File: src/rtl/uart_pkg.sv
// uart_pkg: constants and FSM encoding shared by the UART TX/RX blocks.
// Defaults target 100 MHz / 230400 baud, 8N1.
package uart_pkg;

   localparam int CLKS_PER_BIT_DEF = 434;
   localparam int DATA_BITS_DEF    = 8;
   localparam int STOP_BITS_DEF    = 1;

   typedef enum logic [2:0] {
      ST_IDLE  = 3'd0,
      ST_POP   = 3'd1,
      ST_LOAD  = 3'd2,
      ST_START = 3'd3,
      ST_DATA  = 3'd4,
      ST_STOP  = 3'd5,
      ST_DONE  = 3'd6
   } tx_state_e;

   function automatic int frame_cycles(
      input int cpb,
      input int db,
      input int sb
   );
      return (1 + db + sb) * cpb;
   endfunction

   localparam int FRAME_CYCLES_DEF =
      (1 + DATA_BITS_DEF + STOP_BITS_DEF) * CLKS_PER_BIT_DEF;

endpackage

File: src/rtl/uart_tx_drain_if.sv
// uart_tx_drain_if: FIFO read port seen by the TX drain.
// master = drain (issues pops), slave = FIFO.
interface uart_tx_drain_if #(
   parameter int DATA_BITS = 8
);

   logic                 empty_i;
   logic [DATA_BITS-1:0] data_i;
   logic                 rd_en_o;

   modport master (
      input  empty_i,
      input  data_i,
      output rd_en_o
   );

   modport slave (
      output empty_i,
      output data_i,
      input  rd_en_o
   );

endinterface

File: src/rtl/uart_baud_tick.sv
// uart_baud_tick: bit-period counter; tick_o marks the last cycle
// of a bit. Restarts from zero whenever clr_i is high.
module uart_baud_tick #(
   parameter int CLKS_PER_BIT = 434
) (
   input  logic clk,
   input  logic rst,
   input  logic clr_i,
   output logic tick_o
);

   localparam int CW = $clog2(CLKS_PER_BIT);

   logic [CW-1:0] cnt_q;
   logic [CW-1:0] cnt_d;

   assign tick_o = (cnt_q == CW'(CLKS_PER_BIT - 1));

   always_comb begin
      cnt_d = cnt_q + CW'(1);
      if (clr_i || tick_o) begin
         cnt_d = '0;
      end
   end

   always_ff @(posedge clk) begin
      if (rst) begin
         cnt_q <= '0;
      end else begin
         cnt_q <= cnt_d;
      end
   end

endmodule

File: src/rtl/uart_tx_drain.sv
// uart_tx_drain: pops bytes from the RX FIFO and serialises them
// LSB first with one start and STOP_BITS stop bits on tx_serial.
module uart_tx_drain
   import uart_pkg::*;
#(
   parameter int CLKS_PER_BIT = CLKS_PER_BIT_DEF,
   parameter int DATA_BITS    = DATA_BITS_DEF,
   parameter int STOP_BITS    = STOP_BITS_DEF
) (
   input  logic            clk,
   input  logic            rst,
   input  logic            tx_en_i,
   uart_tx_drain_if.master fifo,
   output logic            tx_serial,
   output logic            busy_o,
   output logic            done_o
);

   localparam int BW = $clog2(DATA_BITS + 1);

   tx_state_e            state_q;
   tx_state_e            state_d;
   logic [DATA_BITS-1:0] shreg_q;
   logic [DATA_BITS-1:0] shreg_d;
   logic [BW-1:0]        bit_cnt_q;
   logic [BW-1:0]        bit_cnt_d;
   logic                 tx_q;
   logic                 tx_d;
   logic                 rd_en_q;
   logic                 rd_en_d;
   logic                 busy_q;
   logic                 busy_d;
   logic                 done_q;
   logic                 done_d;
   logic                 tick;
   logic                 st_chg;

   assign st_chg = (state_d != state_q);

   uart_baud_tick #(
      .CLKS_PER_BIT(CLKS_PER_BIT)
   ) u_tick (
      .clk   (clk),
      .rst   (rst),
      .clr_i (st_chg),
      .tick_o(tick)
   );

   // Line outputs follow the current state one cycle later, so the
   // start bit lands three edges after the pop strobe.
   always_comb begin
      state_d   = state_q;
      shreg_d   = shreg_q;
      bit_cnt_d = bit_cnt_q;
      rd_en_d   = 1'b0;
      tx_d      = 1'b1;
      busy_d    = 1'b1;
      done_d    = 1'b0;
      unique case (state_q)
         ST_IDLE: begin
            busy_d = 1'b0;
            if (tx_en_i && !fifo.empty_i) begin
               rd_en_d = 1'b1;
               state_d = ST_POP;
            end
         end
         ST_POP: begin
            state_d = ST_LOAD;
         end
         ST_LOAD: begin
            shreg_d   = fifo.data_i;
            bit_cnt_d = '0;
            state_d   = ST_START;
         end
         ST_START: begin
            tx_d = 1'b0;
            if (tick) begin
               state_d = ST_DATA;
            end
         end
         ST_DATA: begin
            tx_d = shreg_q[0];
            if (tick) begin
               shreg_d = shreg_q >> 1;
               if (bit_cnt_q == BW'(DATA_BITS - 1)) begin
                  bit_cnt_d = '0;
                  state_d   = ST_STOP;
               end else begin
                  bit_cnt_d = bit_cnt_q + BW'(1);
               end
            end
         end
         ST_STOP: begin
            if (tick) begin
               if (bit_cnt_q == BW'(STOP_BITS - 1)) begin
                  state_d = ST_DONE;
               end else begin
                  bit_cnt_d = bit_cnt_q + BW'(1);
               end
            end
         end
         ST_DONE: begin
            busy_d  = 1'b0;
            done_d  = 1'b1;
            state_d = ST_IDLE;
         end
         default: begin
            busy_d  = 1'b0;
            state_d = ST_IDLE;
         end
      endcase
   end

   always_ff @(posedge clk) begin
      if (rst) begin
         state_q   <= ST_IDLE;
         shreg_q   <= '0;
         bit_cnt_q <= '0;
         tx_q      <= 1'b1;
         rd_en_q   <= 1'b0;
         busy_q    <= 1'b0;
         done_q    <= 1'b0;
      end else begin
         state_q   <= state_d;
         shreg_q   <= shreg_d;
         bit_cnt_q <= bit_cnt_d;
         tx_q      <= tx_d;
         rd_en_q   <= rd_en_d;
         busy_q    <= busy_d;
         done_q    <= done_d;
      end
   end

   assign fifo.rd_en_o = rd_en_q;
   assign tx_serial    = tx_q;
   assign busy_o       = busy_q;
   assign done_o       = done_q;

endmodule

File: src/flat_wrapper.sv
// flat-port wrapper written by rule: the top's interface ports become plain ports
module uart_tx_drain_flat import uart_pkg::*;
#(
   parameter int CLKS_PER_BIT = CLKS_PER_BIT_DEF,
   parameter int DATA_BITS    = DATA_BITS_DEF,
   parameter int STOP_BITS    = STOP_BITS_DEF
)
  (clk, rst, tx_en_i, tx_serial, busy_o, done_o, fifo_empty_i, fifo_data_i, fifo_rd_en_o);
  uart_tx_drain_if #(.DATA_BITS(DATA_BITS)) fifo_i ();
  input  logic clk;
  input  logic rst;
  input  logic tx_en_i;
  output logic tx_serial;
  output logic busy_o;
  output logic done_o;
  input wire logic [$bits(fifo_i.empty_i)-1:0] fifo_empty_i;
  input wire logic [$bits(fifo_i.data_i)-1:0] fifo_data_i;
  output wire logic [$bits(fifo_i.rd_en_o)-1:0] fifo_rd_en_o;
  assign fifo_i.empty_i = fifo_empty_i;
  assign fifo_i.data_i = fifo_data_i;
  assign fifo_rd_en_o = fifo_i.rd_en_o;
  uart_tx_drain #(.CLKS_PER_BIT(CLKS_PER_BIT), .DATA_BITS(DATA_BITS), .STOP_BITS(STOP_BITS)) u_core (.clk(clk), .rst(rst), .tx_en_i(tx_en_i), .fifo(fifo_i), .tx_serial(tx_serial), .busy_o(busy_o), .done_o(done_o));
endmodule
File: config.mk
export PLATFORM = sky130hd
export DESIGN_NAME = uart_tx_drain_flat
export DESIGN_NICKNAME = d
export VERILOG_FILES = /design/src/rtl/uart_pkg.sv /design/src/rtl/uart_tx_drain_if.sv /design/src/rtl/uart_baud_tick.sv /design/src/rtl/uart_tx_drain.sv /design/src/flat_wrapper.sv
export SDC_FILE = /design/constraint.sdc
export NUM_CORES = 1
export LEC_CHECK = 0
export CELL_PAD_IN_SITES_DETAIL_PLACEMENT = 1
export CELL_PAD_IN_SITES_GLOBAL_PLACEMENT = 1
export CORE_MARGIN = 3
export CORE_UTILIZATION = 45
export DETAILED_ROUTE_END_ITERATION = 8
export GPL_ROUTABILITY_DRIVEN = 0
export PLACE_DENSITY_LB_ADDON = 0.1
export SYNTH_ARGS = -nofsm -noshare
export SYNTH_HDL_FRONTEND = slang
export SYNTH_HIERARCHICAL = 1
export SYNTH_SLANG_ARGS = --single-unit
File: constraint.sdc
create_clock -name clk -period 4.1 [get_ports clk]
set_clock_uncertainty 0.1 [all_clocks]
set_input_delay 0.41 -clock clk [delete_from_list [all_inputs] [get_ports clk]]
set_output_delay 0.41 -clock clk [all_outputs]
set_load 0.05 [all_outputs]
* Word level (Yosys, flattened, before mapping) *
Cells that the tools add are included.

storage, ports and cells
  register bits after elaboration = 28
  output and inout bits = 4

cells by class
  $add $sub $neg = 2
  equality and inequality tests = 12
  multiplexer cells = 18
  bitwise operators = 1
  reduce and logical (&&, ||, !) cells = 12

operator list
  cell                 count
  $mux 3               6
  $pmux 3 s6           1
  $mux 4               4
  $pmux 8 s2           1
  $pmux 4 s3           1
  $add 9x1->9 const B  1
  $eq 3x3->1 const B   3
  $eq 9x9->1 const B   1
  $mux 8               1
  $eq 3x2->1 const B   2
  $ne 2x2->1 const B   3
  $reduce_or 5->1      1
  $add 4x1->4 const B  1
  $eq 4x3->1 const B   1
  $logic_not 4->1      1
  $reduce_and 4->1     1
  $reduce_or 2->1      2
  $eq 3x1->1 const B   1
  $logic_not 3->1      1
  $mux 1               3
  $ne 3x3->1           1
  $reduce_bool 3->1    1
  $pmux 1 s2           1
  $reduce_and 2->1     1
  other kinds (5)      5

* Depth between registers and ports, before layout *
Gate-level depths: netlist of the first run.

  word-level depth = 7
  depth in mapped cells = 11
  depth with buffers taken out = 11

* Cells and area by module *
Netlist of the first run, hierarchy kept.

modules (own cells, without submodules)
  module          times used  cells each  area each (µm²)
  uart_tx_drain   1           114         978.4
  uart_baud_tick  1           49          446.7

* Least setup slack after synthesis of the first run *
OpenSTA, ideal clock, no wires.

  kind = register -> register
  start = register u_core.u_tick.cnt_q[2]
  end = register u_core.u_tick.cnt_q[5]
  library setup time = 0.074 ns
  data arrival time = 2.209 ns
  data required time = 3.926 ns
  slack = 1.716 ns
  cell stages (with the launch flop) = 8
  clock period less this slack = 2.384 ns
  path through = dfxtp_1 or3_4 nor3_1 a41oi_1 o31ai_1 mux2i_1 or2_2 a31oi_1

on the way
  cells in the longest elaborated chain, start to end = 6
  elaborated cells on any way between the ends = 9
  those cells by class = add/sub: 1; eq/ne: 2; mux: 4; reduce/logical: 2

ends and longest elaborated chain
  what                                  RTL line                                                       RTL
  start, declared                       uart_baud_tick.sv:14                                           logic [CW-1:0] cnt_q;
  start signal, assigned                uart_baud_tick.sv:30                                           cnt_q <= cnt_d;
  $eq 9x9->1 (*)                        uart_baud_tick.sv:17                                           assign tick_o = (cnt_q == CW'(CLKS_PER_BIT - 1));
  via u_core.tick                       uart_tx_drain.sv:35                                            logic tick;
  $mux 3, on equally long branches      uart_tx_drain.sv:94, uart_tx_drain.sv:77, uart_tx_drain.sv:83
  $pmux 3 s6 (*)                        uart_tx_drain.sv:59                                            unique case (state_q)
  $ne 3x3->1 (*)                        uart_tx_drain.sv:38                                            assign st_chg = (state_d != state_q);
  via u_core.st_chg                     uart_tx_drain.sv:36                                            logic st_chg;
  $logic_or 1x1->1 (*)                  uart_baud_tick.sv:21                                           if (clr_i || tick_o) begin
  $reduce_or 2->1 (no source line) (*)  -

The timed path passes the listed nets; every way through them passes the cells marked *.
A chain may end at the register's enable or synchronous reset.

* Final worst setup path of the first run *
  start = register u_core.u_tick.cnt_q[0]
  end = register u_core.u_tick.cnt_q[4]

The elaborated chain is that of the path after synthesis.

==> run_results.csv, run 1 <==
group,metric,value,unit
outcome,outcome,"complete, no violations",
cts,clk_root_buffer_cell,"clkbuf_4",
cts,insertion_delay,0.34,ns
critical_path,crit_required,4.24,ns
place,portBuffers,15,
global_route,grt_pass1_wl,5870,um
sta,max_freq,352,MHz
sta,fin_setup_tns,0,ns
critical_path,reg2regPathDepth,9,
power_and_ir_drop,power_leakage,0.000507,uW
cts,cts_tree,"built",
yosys,syn_avg_cell_area,8.74,um2
die,io_pins,16,
drt,drt-initial-drc-count,57,
yosys,synthesis.area,0.00143,mm2
yosys,synth-compound-area-share,21.6,%
yosys,syn_nets,179,
die,die_w,62.3,um
final_layout,area_growth,13.5,%
power_and_ir_drop,max-vdd-ir-drop,0.168,mV
drt,drt-vias-per-instance,5.70,
yosys,yosysSeqAreaShare,39.3,%
global_route,antenna_found_initial,0,
job,cap_viol_max_count,0,
cts,cts_buffers,3,
sta,worst_pin_slew,0.849,ns
drt,wire_per_inst,15.0,um
cts,cts_buffer_depth,2,
global_route,grt_use_total,18.3,%
drt,ant_nets,0,
drt,routed-via-count,1232,
critical_path,rr_startpoint,"u_core/u_tick/cnt_q[0]",
worst_hold_path,hold_class,"reg -> reg",
sta,period_needed,2.84,ns
worst_hold_path,min_to,"u_core/shreg_q[7]",
critical_path,crit_fanout,7,
worst_hold_path,hold_path_startpoint,"u_core/shreg_q[7]",
yosys,synth-seq-cells,28,
die,dieArea,0.00388,mm2
final_layout,finalNetCount,191,
final_layout,fin_util,56.2,%
final_layout,layout-drive-gt1-share,8.62,%
yosys,synthMuxAreaShare,0.702,%
cts,htreeDepth,1,
die,start_util,49.5,%
final_layout,layout_commonest_cell,"dfxtp_1",
yosys,async_flop_share,0,%
sta,hold_viol_final,0,
cts,cts-resized-gates,0,
sta,setup_viol,0,
yosys,synth_xor_area_share,1.84,%
yosys,synthAdderAreaFrac,3.51,%
yosys,ys_warn_count,6,
cts,cts_setup_buffers,0,
place,dp_hpwl,2330,um
global_route,grt_start_max_net_pins,24,
drt,drt_first_pass_iters,4,
critical_path,critPathArrivalTime,2.98,ns
yosys,synth_top_family_by_area,"simple AND/OR/NAND/NOR gates",
global_route,grt_pass1_vias,1254,
die,core-area,0.00288,mm2
die,rows,19,
yosys,netlist_instances,163,
global_route,overflow,0,
final_layout,layout_common_cells,"dfxtp_1 (28), nor2_1 (16), clkdlybuf4s50_1 (15), nand2_1 (15)",
cts,cts_sinks,28,
critical_path,cp-end-kind,"flop",
worst_hold_path,whs_path_depth,2,
critical_path,critPathLaunch,"u_core/u_tick/cnt_q[0]",
drt,drc_errors,0,
sta,rsz0062_at_grt,"false",
drt,wirelength,3240,um
power_and_ir_drop,power.density,311,mW/mm2
sta,maxSlewHeadroom,43.2,%
critical_path,reg2reg_to,"u_core/u_tick/cnt_q[4]",
sta,drv_slew,0,
yosys,synth_ff_type,"dfxtp_1",
critical_path,rrSetupSlack,1.26,ns
final_layout,n_fill_cell,356,
yosys,synth-simple-area-share,27.9,%
die,die_y,62.3,um
critical_path,start_kind,"flop",
cts,postCtsHoldBufs,0,
final_layout,antenna_cells,0,
yosys,ys_types,49,
cts,clk_pin_slew,0.15,ns
sta,finalCritPeriodShare,69.3,%
critical_path,crit_type,"reg -> reg",
yosys,synth_enable_flop_cells,0,
worst max-delay path, stage by stage, from the launching register on:
cell and delay (ns):
dfxtp_1 0.45, ha_1 0.17, nand2_1 0.15, nor3_1 0.63, a41oi_1 0.20, o31ai_1 0.38
mux2i_1 0.30, nor2_1 0.12, o31ai_4 0.14, nor2_1 0.10
cell families (layout without fill, tap and decap cells):
family	count (synthesis)	in the layout
XOR/XNOR	3	3
flip-flops	28	28
AO/OA/AOI/OAI	41	41
adder cells (fa/ha/maj)	4	4
AND/OR/NAND/NOR	71	71
buffers and inverters	15	26
multiplexers	1	1
metal layers:
| metal | wire, um | GRT usage [%] |
|---|---|---|
| met2 | 1470 | 28.4 |
| met5 | 0 | 0 |
| met3 | 82 | 2.52 |
| met4 | 38 | 6.34 |
| met1 | 1650 | 25.9 |
through the flow:
stage	instances	setup WS, ns	power, uW	hold slack, ns	instance area, um2
after floorplan	163	1.72	347	0.344	1430
after global placement	212	1.53	366	0.359	1580
after detailed placement	212	1.35	370	0.375	1580
after CTS	216	1.26	513	0.398	1620
after global routing	216	0.902	537	0.440	1620
final	216	1.26	504	0.390	1620
power by group:
group          switching, uW  internal [uW]
sequential              13.6            284
combinational           34.4           32.5
clock                   84.8           54.5
total                    133            371
how the worst max path moves through the flow:
| stage | endpoint | slack, ns | cells after the start |
|---|---|---|---|
| finish | u_core/u_tick/cnt_q[4] | 1.26 | 9 |
| global placement | u_core/u_tick/cnt_q[8] | 1.53 | 7 |
| floorplan | u_core/u_tick/cnt_q[5] | 1.72 | 7 |
| detailed placement | u_core/u_tick/cnt_q[8] | 1.35 | 8 |
| CTS | u_core/u_tick/cnt_q[4] | 1.26 | 9 |
| global route | u_core/u_tick/cnt_q[4] | 0.90 | 9 |
state kept, by name (all words and copies together) (netlist names):
signal,cells
u_core/fifo.rd_en_o,1
u_core/tx_serial,1
u_core/busy_o,1
u_core/bit_cnt_q,4
u_core/shreg_q,8
u_core/u_tick/cnt_q,9
u_core/state_q,3
u_core/done_o,1
synth_stat cells (all sizes together) (2+ instances only):
library cell	count	share of area [%]
a21oi	9	3.2
a311oi	7	5.6
a31oi	3	1.3
buf	3	1.9
clkbuf	5	1.3
dfxtp	28	39
ha	4	3.5
inv	7	1.8
nand2	16	4.7
nand2b	3	1.3
nand3	9	3.2
nand3b	2	1.1
nand4	2	1.3
nor2	16	4.2
nor2b	3	1.3
nor3	4	1.4
nor3b	3	1.9
o211ai	2	1.1
o21ai	10	3.5
o31ai	3	2.5
or2	2	0.88
or3	3	1.7
or3b	2	1.4
xor2	2	1.2
cell type report:
class | instances | area [um2] | share of cell area, %
tap | 42 | 52.6 | 3.25
sequential | 28 | 561 | 34.6
inverter | 7 | 26.3 | 1.62
multi-input combinational | 120 | 792 | 49.0
timing repair buffer | 15 | 150 | 9.28
clock buffer | 4 | 36.3 | 2.24
No activity file was read; power rests on OpenSTA's default activity.
==> run 2: changes to the inputs <==
CORE_UTILIZATION = 37   (was 45)
clock period = 2.4 ns   (was 4.1 ns; I/O delays follow)
==> run 2 against run 1 <==
  * Clock-buffer cell count stayed put
  * Utilization down 7.2 points
  * Non-clock buffer count rose by 9
  * Critical path depth unchanged
  * Cell area rose by 6.8%
  * Cell count is 6.0% higher
  * Combinational power grew 91%
  * Via count increased by 2.3%
  * Sequential power rose by 69%
  * Total power is 84% higher
  * Global-route usage decreased by 2.6 points
  * Worst setup slack got worse by 1.0 ns
==> run_results.csv, run 2 (synthesis gave the netlist of run 1 again) <==
group,metric,value,unit
outcome,outcome,"complete, no violations",
die,die_w,68.1,um
place,dp_hpwl,2500,um
sta,drv_slew,0,
power_and_ir_drop,fin_total_pwr,925,uW
die,io_pins,16,
critical_path,crit_fanout,6,
final_layout,reg_top3,"u_core/u_tick/cnt_q x9, u_core/shreg_q x8, u_core/bit_cnt_q x4",
sta,hold_viol_final,0,
sta,setup_ws,0.222,ns
drt,drc_errors,0,
final_layout,finalNetCount,200,
critical_path,reg2regPathDepth,9,
global_route,grt_pass1_wl,5590,um
cts,insertion_delay,0.28,ns
sta,setup_viol,0,
cts,cts_setup_buffers,0,
critical_path,cp_num_buf_inv,1,
die,dieArea,0.00463,mm2
job,cap_viol_max_count,0,
cts,htreeDepth,1,
critical_path,crit_type,"reg -> reg",
power_and_ir_drop,max-vdd-ir-drop,0.231,mV
final_layout,max_flop_register,"u_core/u_tick/cnt_q",
cts,cts_tree,"built",
die,die_y,68.1,um
global_route,grt_use_total,15.7,%
place,dp_slack,0.0231,ns
power_and_ir_drop,power.density,535,mW/mm2
critical_path,start_kind,"flop",
sta,fin_setup_tns,0,ns
sta,max_freq,459,MHz
final_layout,area_growth,21.2,%
critical_path,critPathTopFamily,"simple AND/OR/NAND/NOR gates",
drt,drt-vias-per-instance,5.50,
drt,drt-initial-drc-count,82,
cts,cts_buffers,3,
critical_path,cp-end-kind,"flop",
global_route,grt_pass1_vias,1248,
worst_hold_path,whs_path_depth,2,
final_layout,layout-drive-gt1-share,15.3,%
drt,wire_per_inst,14.5,um
sta,worst_pin_slew,0.644,ns
sta,fin_hold_ws,0.392,ns
cts,cts_buffer_depth,2,
power_and_ir_drop,power_leakage,0.000563,uW
die,start_util,40.5,%
final_layout,antenna_cells,0,
critical_path,cp_num_cells,9,
sta,period_needed,2.18,ns
final_layout,layout_common_cells,"dfxtp_1 (27), nor2_1 (16), clkdlybuf4s50_1 (15), nand2_1 (15)",
global_route,overflow,0,
drt,drt_first_pass_iters,4,
critical_path,critPathMaxStageDelay,0.44,ns
cts,clk_pin_slew,0.09,ns
cts,clk_root_buffer_cell,"clkbuf_8",
critical_path,cpMaxStageDelayCell,"or3_4",
place,portBuffers,15,
critical_path,critPathArrivalTime,2.28,ns
critical_path,crit_path_cell_trace,"or3_4 -> nor3_2 -> buf_4 -> a21oi_1 -> o21ai_1 -> o31ai_2 -> mux2i_1 -> or2_4 -> a31oi_1",
final_layout,layout_commonest_cell,"dfxtp_1",
drt,wirelength,3320,um
global_route,antenna_found_initial,0,
die,rows,21,
final_layout,largest_register_ff_count,9,
die,core-area,0.00352,mm2
drt,routed-via-count,1260,
critical_path,crit_required,2.50,ns
global_route,grt_start_max_net_pins,17,
sta,rsz0062_at_grt,"false",
sta,maxSlewHeadroom,57.0,%
sta,finalCritPeriodShare,90.8,%
worst_hold_path,hold_class,"reg -> reg",
cts,cts_sinks,28,
drt,ant_nets,0,
-- run 2: cell types whose count changed in the layout (fill, tap and decap cells not counted), sizes merged --
cell  delta
buf      +9
-- run 2: layout make-up --
| type | count | area [um2] |
|---|---|---|
| clock buffer | 4 | 55.1 |
| fill | 422 | 1790 |
| inverter | 7 | 26.3 |
| multi-input combinational | 120 | 810 |
| sequential | 28 | 562 |
| tap | 46 | 57.6 |
| timing repair buffer | 24 | 218 |
-- run 2: worst paths after layout --
| kind | start | endpoint | slack, ns |
|---|---|---|---|
| setup reg to reg | u_core/u_tick/cnt_q[6] | u_core/u_tick/cnt_q[8] | 0.22 |
| hold / removal | u_core/shreg_q[3] | u_core/shreg_q[2] | 0.39 |
| hold reg to reg | u_core/shreg_q[3] | u_core/shreg_q[2] | 0.39 |
| setup / recovery | u_core/u_tick/cnt_q[6] | u_core/u_tick/cnt_q[8] | 0.22 |
-- run 2: timing repair --
| action | in CTS | in global routing |
|---|---|---|
| setup endpoints to repair | 0 | 9 |
| hold buffers | 0 | 0 |
| gates resized for setup | 0 | 5 |
-- run 2: worst reg2reg max path: cells and delay by family (launching register included) --
family / cells / cell delay [ns]
simple gates: 3 / 0.90
compound gates: 4 / 0.44
mux: 1 / 0.15
buf+inv: 1 / 0.17
flops: 1 / 0.35
-- run 2: metrics by stage --
stage                     utilization (%)  area (um2)  instances
after global placement               47.0        1650        225
after global routing                 49.1        1730        229
after CTS                            48.5        1710        229
after floorplan                         -        1430        163
final                                49.1        1730        229
after detailed placement             47.0        1650        225
-- run 2: layer usage --
layer  vias up  part of all wire [%]  wire (um)  global-route usage, %
met1       610                    45       1510                   19.6
met4         0                   1.1         36                   4.47
met5         -                     0          0                      0
met2         9                    51       1690                   26.5
met3         5                   2.6         87                   3.94
li1        636                     -          -                      -
-- run 2: report_power, final --
| group | internal, uW | switching [uW] | total [uW] |
|---|---|---|---|
| combinational | 62.1 | 66.3 | 128 |
| clock | 147 | 147 | 294 |
| sequential | 484 | 18.1 | 503 |
